<file path="src/rtl/hamming_pkg.sv">
// Shared Hamming layout used by the encoder and by the downstream decoder stage.
package hamming_pkg;

    localparam int MAX_DATA_W = 11;
    localparam int MAX_CODE_W = 15;

    // Parity bits sit at the power-of-two Hamming positions.
    localparam int PARITY_POS [4] = '{1, 2, 4, 8};

    // Hamming position of data slot j; slot 0 carries the data MSB.
    localparam int DATA_POS [MAX_DATA_W] = '{3, 5, 6, 7, 9, 10, 11, 12, 13, 14, 15};

    function automatic int code_w(input int data_w);
        return data_w + 4;
    endfunction

    // Position 1 is the code word MSB.
    function automatic int pos2idx(input int p, input int cw);
        return cw - p;
    endfunction

    function automatic bit is_parity_pos(input int p);
        bit r;
        r = 1'b0;
        for (int k = 0; k < 4; k++)
            if (PARITY_POS[k] == p) r = 1'b1;
        return r;
    endfunction

    // Data slot held at position p, or -1 for a parity position.
    function automatic int data_slot(input int p);
        int r;
        r = -1;
        for (int j = 0; j < MAX_DATA_W; j++)
            if (DATA_POS[j] == p) r = j;
        return r;
    endfunction

    // Bit p set when data position p feeds parity bit 2^k.
    function automatic logic [MAX_CODE_W:0] cover_mask(input int k);
        logic [MAX_CODE_W:0] m;
        m = '0;
        for (int p = 1; p <= MAX_CODE_W; p++)
            if (!is_parity_pos(p) && (((p >> k) & 1) != 0))
                m = m | ((MAX_CODE_W+1)'(1) << p);
        return m;
    endfunction

endpackage

</file>
<file path="src/rtl/hamming_enc_word.sv">
// Combinational Hamming encoder with optional single-position error injection.
module hamming_enc_word
    import hamming_pkg::*;
#(
    parameter int DATA_W = 8,
    localparam int CODE_W = code_w(DATA_W)
) (
    input  logic [DATA_W-1:0] in_data,
    input  logic [3:0]        err_pos,
    output logic [CODE_W-1:0] code,
    output logic              inj
);

    // All vectors below are indexed by Hamming position, 1..CODE_W.
    logic [CODE_W:1] dpos;
    logic [CODE_W:1] enc;
    logic [CODE_W:1] fpos;
    logic [3:0]      par;

    // Out-of-range positions (0 or beyond the word) inject nothing.
    assign inj = (err_pos != 4'd0) && (err_pos <= 4'(CODE_W));

    for (genvar p = 1; p <= CODE_W; p++) begin : g_pos
        localparam int SLOT = data_slot(p);
        if (SLOT >= 0) begin : g_data
            assign dpos[p] = in_data[DATA_W-1-SLOT];
        end else begin : g_zero
            assign dpos[p] = 1'b0;
        end
    end

    // Even parity; when no data position has bit k set the mask is empty and parity is 0.
    for (genvar k = 0; k < 4; k++) begin : g_par
        localparam logic [MAX_CODE_W:0] MASK = cover_mask(k);
        assign par[k] = ^(dpos & MASK[CODE_W:1]);
    end

    for (genvar p = 1; p <= CODE_W; p++) begin : g_out
        localparam int IDX = pos2idx(p, CODE_W);
        if (is_parity_pos(p)) begin : g_p
            assign enc[p] = par[$clog2(p)];
        end else begin : g_d
            assign enc[p] = dpos[p];
        end
        assign fpos[p]   = enc[p] ^ (inj & (err_pos == 4'(p)));
        assign code[IDX] = fpos[p];
    end

endmodule

</file>
<file path="src/rtl/hamming_enc_fifo.sv">
// Hamming encoder front end feeding a DEPTH-entry FIFO toward the decoder stage.
module hamming_enc_fifo
    import hamming_pkg::*;
#(
    parameter int DATA_W = 8,
    parameter int DEPTH  = 4,
    localparam int CODE_W = code_w(DATA_W),
    localparam int LVL_W  = $clog2(DEPTH) + 1
) (
    input  logic              clk,
    input  logic              rst,
    input  logic              in_valid,
    output logic              in_ready,
    input  logic [DATA_W-1:0] in_data,
    input  logic [3:0]        in_err_pos,
    output logic              out_valid,
    input  logic              out_ready,
    output logic [CODE_W-1:0] out_code,
    output logic              out_inj,
    output logic [LVL_W-1:0]  level,
    output logic [15:0]       sent_cnt
);

    localparam int AW = $clog2(DEPTH);

    typedef struct packed {
        logic              inj;
        logic [CODE_W-1:0] code;
    } entry_t;

    entry_t            mem [DEPTH];
    entry_t            enc_entry;
    logic [AW-1:0]     wr_ptr;
    logic [AW-1:0]     rd_ptr;
    logic [LVL_W-1:0]  level_q;
    logic              full;
    logic              empty;
    logic              push;
    logic              pop;

    hamming_enc_word #(.DATA_W(DATA_W)) u_enc (
        .in_data (in_data),
        .err_pos (in_err_pos),
        .code    (enc_entry.code),
        .inj     (enc_entry.inj)
    );

    assign full  = (level_q == LVL_W'(DEPTH));
    assign empty = (level_q == '0);
    // Full refuses pushes even if a pop happens on the same edge.
    assign push  = in_valid & ~full;
    assign pop   = out_ready & ~empty;

    assign in_ready  = ~full;
    assign out_valid = ~empty;
    assign out_code  = empty ? '0 : mem[rd_ptr].code;
    assign out_inj   = empty ? 1'b0 : mem[rd_ptr].inj;
    assign level     = level_q;

    // Storage needs no reset: entries are only visible while level covers them.
    always_ff @(posedge clk) begin
        if (push) mem[wr_ptr] <= enc_entry;
    end

    // Pointers wrap naturally (power-of-two depth); level tracks occupancy separately.
    always_ff @(posedge clk or posedge rst) begin
        if (rst) begin
            wr_ptr  <= '0;
            rd_ptr  <= '0;
            level_q <= '0;
        end else begin
            if (push) wr_ptr <= wr_ptr + AW'(1);
            if (pop)  rd_ptr <= rd_ptr + AW'(1);
            case ({push, pop})
                2'b10:   level_q <= level_q + LVL_W'(1);
                2'b01:   level_q <= level_q - LVL_W'(1);
                default: level_q <= level_q;
            endcase
        end
    end

    // Popped-word counter, saturating rather than wrapping.
    always_ff @(posedge clk or posedge rst) begin
        if (rst)
            sent_cnt <= '0;
        else if (pop && sent_cnt != 16'hFFFF)
            sent_cnt <= sent_cnt + 16'd1;
    end

endmodule

</file>
<file path="config.mk">
export PLATFORM = sky130hd
export DESIGN_NAME = hamming_enc_fifo
export DESIGN_NICKNAME = d
export VERILOG_FILES = /design/src/rtl/hamming_pkg.sv /design/src/rtl/hamming_enc_word.sv /design/src/rtl/hamming_enc_fifo.sv
export SDC_FILE = /design/constraint.sdc
export NUM_CORES = 1
export LEC_CHECK = 0
export ABC_AREA = 0
export CORE_MARGIN = 1
export CORE_UTILIZATION = 49
export CTS_CLUSTER_SIZE = 24
export DETAILED_ROUTE_END_ITERATION = 12
export PLACE_DENSITY = 0.86
export SETUP_SLACK_MARGIN = 0.05
export SLEW_MARGIN = 20
export SYNTH_ARGS = -nofsm -noshare
export SYNTH_HDL_FRONTEND = slang
export SYNTH_HIERARCHICAL = 1
export SYNTH_SLANG_ARGS = --single-unit
</file>
<file path="constraint.sdc">
create_clock -name clk -period 1.9 [get_ports clk]
set_input_delay 0.19 -clock clk [delete_from_list [all_inputs] [get_ports clk]]
set_output_delay 0.19 -clock clk [all_outputs]
set_load 0.005 [all_outputs]
</file>
# ---- Yosys cells after proc, flatten, opt, wreduce, memory -nomap -nowiden
# Memory sizes are Yosys's and may differ from the RTL's.
# Cells that the tools add are included.
dict set report classes {
  addsub 5
  magnitude_cmp 1
  eq_ne 16
  n_mux 5
  n_bitwise 28
  reduce_logical 9
}
# operator n
set op_table {}
lappend op_table {{12-bit XOR reduction} 4}
lappend op_table {{4-bit equality test, second input constant} 5}
lappend op_table {{16-bit by 1-bit adder with 16-bit output, second input constant} 1}
lappend op_table {{4-bit by 3-bit equality test with 1-bit output, second input constant} 4}
lappend op_table {{16-bit inequality test, second input constant} 1}
lappend op_table {{1-bit AND} 14}
lappend op_table {{12-bit 2-to-1 mux} 1}
lappend op_table {{1-bit bitwise XOR} 12}
lappend op_table {{4-bit by 2-bit equality test with 1-bit output, second input constant} 2}
lappend op_table {{3-bit case mux with 2 select lines} 1}
lappend op_table {{2-bit by 1-bit adder with 2-bit output, second input constant} 2}
lappend op_table {{4-bit by 1-bit equality test with 1-bit output, second input constant} 1}
lappend op_table {{4-bit less-or-equal comparator, second input constant} 1}
lappend op_table {{4-bit nonzero test} 1}
lappend op_table {{3-bit by 1-bit adder with 3-bit output, second input constant} 1}
lappend op_table {{3-bit equality test, second input constant} 1}
lappend op_table {{3-bit logical NOT} 1}
lappend op_table {{1-bit 2-to-1 mux} 3}
lappend op_table {{3-bit by 1-bit subtractor with 3-bit output, second input constant} 1}
lappend op_table {{2-bit by 1-bit equality test with 1-bit output, second input constant} 1}
lappend op_table {{2-bit equality test, second input constant} 1}
lappend op_table {{1-bit logical AND} 2}
lappend op_table {{1-bit NOT} 2}
lappend op_table {{2-bit nonzero test} 1}
dict set report totals {
  regBits 23
  ram_bits 52
  inputBits 16
  out_inout_bits 34
  word_cells 69
  n_memories 1
}
# memory depth width read_ports rd_clocked_by_memory_dff wr line
set memory_table {}
lappend memory_table {mem 4 13 1 0 1 hamming_enc_fifo.sv:31} ;# entry_t mem [DEPTH];

# ---- Logic depth before layout (Yosys ltp)
dict set report logic_depth {
  word_depth 5
  mapped_depth 10
  ltp_nobuf 10
}

# ---- By module
# The synthesis kept the hierarchy.
# mod n_inst cells_each area_each_um2 seq_area_each_um2
set by_module_without_submodules {}
lappend by_module_without_submodules {hamming_enc_fifo 1 191 3170.5 2137.0}
lappend by_module_without_submodules {hamming_enc_word 1 37 407.9 0.0}

# ---- Least setup slack after synthesis
# No wires, ideal clock.
dict set report synth_path {
  kind {flip-flop to flip-flop}
  start {register level_q[0] (netlist: level[0])}
  end {register level_q[2] (netlist: level[2])}
  setup_time_ns 0.079
  t_arrival_ns 1.909
  slack_ns -0.088
  path_stages_with_launch 11
  synth_period_minus_slack_ns 1.988
  path_cell_list {dfrtp_1 inv_1 nand3_1 and2_1 inv_1 ha_1 inv_1 fa_1 xor2_1 nor2_1 xor2_1}
}
dict set report synth_between {
  elab_chain_len 5
  elab_cells_between_ends 12
}
# element line
set synth_rtl {}
lappend synth_rtl {{from (decl)} hamming_enc_fifo.sv:35} ;# logic [LVL_W-1:0] level_q;
lappend synth_rtl {{from (signal assigned)} hamming_enc_fifo.sv:75} ;# 2'b10: level_q <= level_q + LVL_W'(1);
lappend synth_rtl {{from (signal assigned)} hamming_enc_fifo.sv:76} ;# 2'b01: level_q <= level_q - LVL_W'(1);
lappend synth_rtl {{from (signal assigned)} hamming_enc_fifo.sv:77} ;# default: level_q <= level_q;
lappend synth_rtl {{3-bit equality test *} hamming_enc_fifo.sv:48} ;# assign full = (level_q == LVL_W'(DEPTH));
lappend synth_rtl {{1-bit NOT *} -}
lappend synth_rtl {{net in_ready} hamming_enc_fifo.sv:13} ;# output logic in_ready,
lappend synth_rtl {{1-bit AND *} hamming_enc_fifo.sv:51} ;# assign push = in_valid & ~full;
lappend synth_rtl {{2-bit by 1-bit equality test with 1-bit output or 2-bit equality test (tied branches)} hamming_enc_fifo.sv:74} ;# case ({push, pop})
lappend synth_rtl {{3-bit case mux with 2 select lines or 2-bit nonzero test (tied branches)} -}
# The timed path passes the listed nets; every way through them passes the cells marked *.
# A chain may end at the register's enable or synchronous reset.

# ---- Worst setup path after layout
dict set report layout_path {
  start {register rd_ptr[0]}
  end {output port out_code[11]}
}
dict set report layout_between {
  elab_chain_len 2
}
# element line
set layout_rtl {}
lappend layout_rtl {{from (decl)} hamming_enc_fifo.sv:34} ;# logic [AW-1:0] rd_ptr;
lappend layout_rtl {{from (signal assigned)} hamming_enc_fifo.sv:73} ;# if (pop) rd_ptr <= rd_ptr + AW'(1);
lappend layout_rtl {{memory read 4 x 13 bit} -}
lappend layout_rtl {{12-bit 2-to-1 mux} hamming_enc_fifo.sv:56} ;# assign out_code = empty ? '0 : mem[rd_ptr].code;
lappend layout_rtl {{to (decl)} hamming_enc_fifo.sv:18} ;# output logic [CODE_W-1:0] out_code,
# Every way passes these cells.

==> results.cfg <==
[timing]
tightest_slew_ns = 0.460
slew_headroom_pct = 68.9
period_minus_slack_ns = 1.92
rsz0062_at_grt = yes
setup_viol = 8
finalClockSkew_ns = 0.00962
drv_slew = 0
finalSetupTns_ns = -0.0751
period_share_pct = 101
fmax_ghz = 0.520
final.setup.worst_slack_ns = -0.0213
hold_violations = 0

[yosys]
syn_inst = 228
synth_seq_cells = 75
yosys-top-cells-area = edfxtp_1, dfrtp_1, mux4_2
synth-main-ff-cell = edfxtp_1
yosysTopAreaCellShare_pct = 43.6
synth_warnings = 6
synth_nets = 251
synth-seq-area-share_pct = 59.7
avgSynthCellArea_sq_um = 15.7
synth_edf_count = 52
yosys.cell_types.count = 41
syn_area_sq_um = 3580
async_flop_share_pct = 30.7
post-synth-top-area-cell = edfxtp_1

[power_and_ir_drop]
power.switching_mw = 1.95
cellLeakagePower_nw = 1.96
sw_frac_of_total_pct = 30.3
internal-power_mw = 4.48
pwr-share-comb_pct = 46.0
power.clock.fraction_pct = 16.3
power.density_nw_per_um2 = 1330
peakVddDrop_mv = 0.666
seq_power_share_pct = 37.8

[route]
drtIter0Drc = 114
wl_per_cell_um = 17.1
drt-pass1-iter-count = 4
vias = 2293
ant_nets = 0
drc_errors = 0
viasPerCell = 5.33
drt_wl_total_um = 7360

[cells_and_area]
area.growth.synth_to_final_pct = 34.8
drive_gt1_share_pct = 37.4
fill_cells = 459
stdcell_count = 430
ff_latch_area_sq_um = 2140
multi_input_area_sq_um = 1480
diodes = 0
fin_nets = 352

[setup_path]
crit_buf_inv = 3
path_max_fanout = 4
crit_cells = 5
arrival_ns = 1.73
crit_type = reg -> out
slowest_delay_ns = 0.49
cp_cell_sequence = buf_12 > buf_6 > mux4_2 > nor2b_4 > buf_2
start_kind = flop
cp_top_family = multiplexers
cp_slowest_cell = mux4_2
cp-end-kind = primary output
worstPathRequired_ns = 1.71
rr_worst_depth = 10

[clocking]
hold_buffers = 0
root_buffer = clkbuf_8
cts_max_level = 3
path_clk_slew_ns = 0.08
cts_tree = built
cts.sinks = 75
numCtsBuffers = 9
clk_path_buf_depth = 2
clock_latency_ns = 0.34

[place]
dp.cells = 390
place_hpwl_um = 4880
gp_congestion = 0.831
place.port_buffers = 49

[global_routing]
antenna_found_initial = 0
grt.overflow.total = 0
track_usage_pct = 20.3
grt_pass1_wl_um = 11300
grt_pass1_vias = 2191
grt_max_degree = 24

[floorplan]
core_sq_um = 6910
die_x_um = 87.5
fp-row-count = 30
initial_utilization_pct = 51.8
die_y_um = 87.5
io_pins = 50
dieArea_sq_um = 7650

[flow_run]
drv_cap = 0

[worst_hold_path]
hp-class = in -> async

[run_status]
violations = setup timing
status = finished, violations left
==> Yosys cell counts (all sizes together) (6+ instances only) <==
library cell / count
dfrtp: 23
mux4: 13
and4bb: 6
xor2: 17
ha: 6
edfxtp: 52
xnor2: 12
inv: 10
and3: 6
clkbuf: 6
nor2b: 13
==> area by class of cell <==
type	instances	area share (%)
Timing Repair Buffer	99	18.3
Tap cell	96	2.49
Multi-Input combinational cell	134	30.6
Inverter	10	0.830
Clock inverter	3	0.311
Clock buffer	13	3.09
Sequential cell	75	44.4
==> per-stage QoR <==
| stage | hold slack (ns) | setup slack, ns | util, % | total power, mW | cell area (sq um) |
|---|---|---|---|---|---|
| floorplan | 0.192 | 0.0552 | - | 3.70 | 3620 |
| global placement | 0.488 | 0.0302 | 63.8 | 4.86 | 4400 |
| detailed placement | 0.490 | -0.00642 | 63.8 | 4.95 | 4400 |
| CTS | 0.187 | -0.0389 | 68.5 | 6.25 | 4730 |
| global route | 0.238 | -0.0644 | 69.9 | 6.75 | 4820 |
| finish | 0.179 | -0.0213 | 69.9 | 6.44 | 4820 |
==> repair_timing <==
item                       4_1_cts  5_1_grt
hold endpoints to repair         0        0
resized for setup               70       13
pin swaps                        1        5
gates cloned                     0        0
setup buffers                   19        5
setup endpoints to repair       15       20
==> metal layers <==
metal	share of wire (%)	routed length, um	track usage [%]
met5	0	0	0
met4	1.4	101	6.41
met3	3.5	255	3.98
met2	54	4000	35.2
met1	41	3010	25.7
==> final timing paths <==
path                       slack (ns)      endpoint   startpoint
max in group asynchronous        1.45     rd_ptr[0]          rst
hold / removal                   0.18     wr_ptr[1]          rst
setup reg to reg                 0.09      level[2]     level[0]
hold reg to reg                  0.50   sent_cnt[7]  sent_cnt[7]
min in group clk                 0.50   sent_cnt[7]  sent_cnt[7]
setup / recovery                -0.02  out_code[11]    rd_ptr[0]
==> power by group through the flow <==
stage | Sequential (mW) | Combinational, mW | Clock [mW]
floorplan | 2.41 | 1.28 | 0
global placement | 2.43 | 2.43 | 0
detailed placement | 2.45 | 2.49 | 0
CTS | 2.42 | 2.79 | 1.05
global route | 2.47 | 3.16 | 1.12
finish | 2.43 | 2.96 | 1.05
==> state kept, by name (all words and copies together), names as in the netlist <==
name	flops
mem	52
level	3
sent_cnt	16
rd_ptr	2
wr_ptr	2
==> kinds of logic after synthesis <==
family | after synthesis | share of synthesized area [%]
mux | 18 | 9.82
xor+xnor | 35 | 10.9
fa+ha+maj | 7 | 2.66
compound gates | 8 | 1.54
flops | 75 | 59.7
buf+inv | 19 | 2.17
simple gates | 66 | 13.1
==> cells in the final DEF, fill, tap and decap left out, types with 6 or more instances in the layout <==
master | synthesis | layout
buf_6 | 0 | 9
and3_1 | 6 | 6
clkbuf_8 | 0 | 10
dfrtp_1 | 23 | 20
xnor2_1 | 12 | 12
nor2b_1 | 13 | 6
clkdlybuf4s50_1 | 0 | 35
nor2b_4 | 0 | 7
edfxtp_1 | 52 | 52
mux4_2 | 13 | 13
buf_2 | 3 | 12
buf_4 | 0 | 38
xor2_1 | 17 | 17
and4bb_2 | 6 | 6
==> worst register-to-register path: stages (launching register included) <==
cell     delay [ns]
dfrtp_2        0.45
inv_2          0.09
nand3_4        0.07
and2_4         0.16
inv_4          0.05
ha_4           0.13
inv_2          0.04
fa_2           0.33
xor2_1         0.16
nor2_1         0.07
xor2_1         0.15
Note: power is estimated with default switching activity, not from simulation.
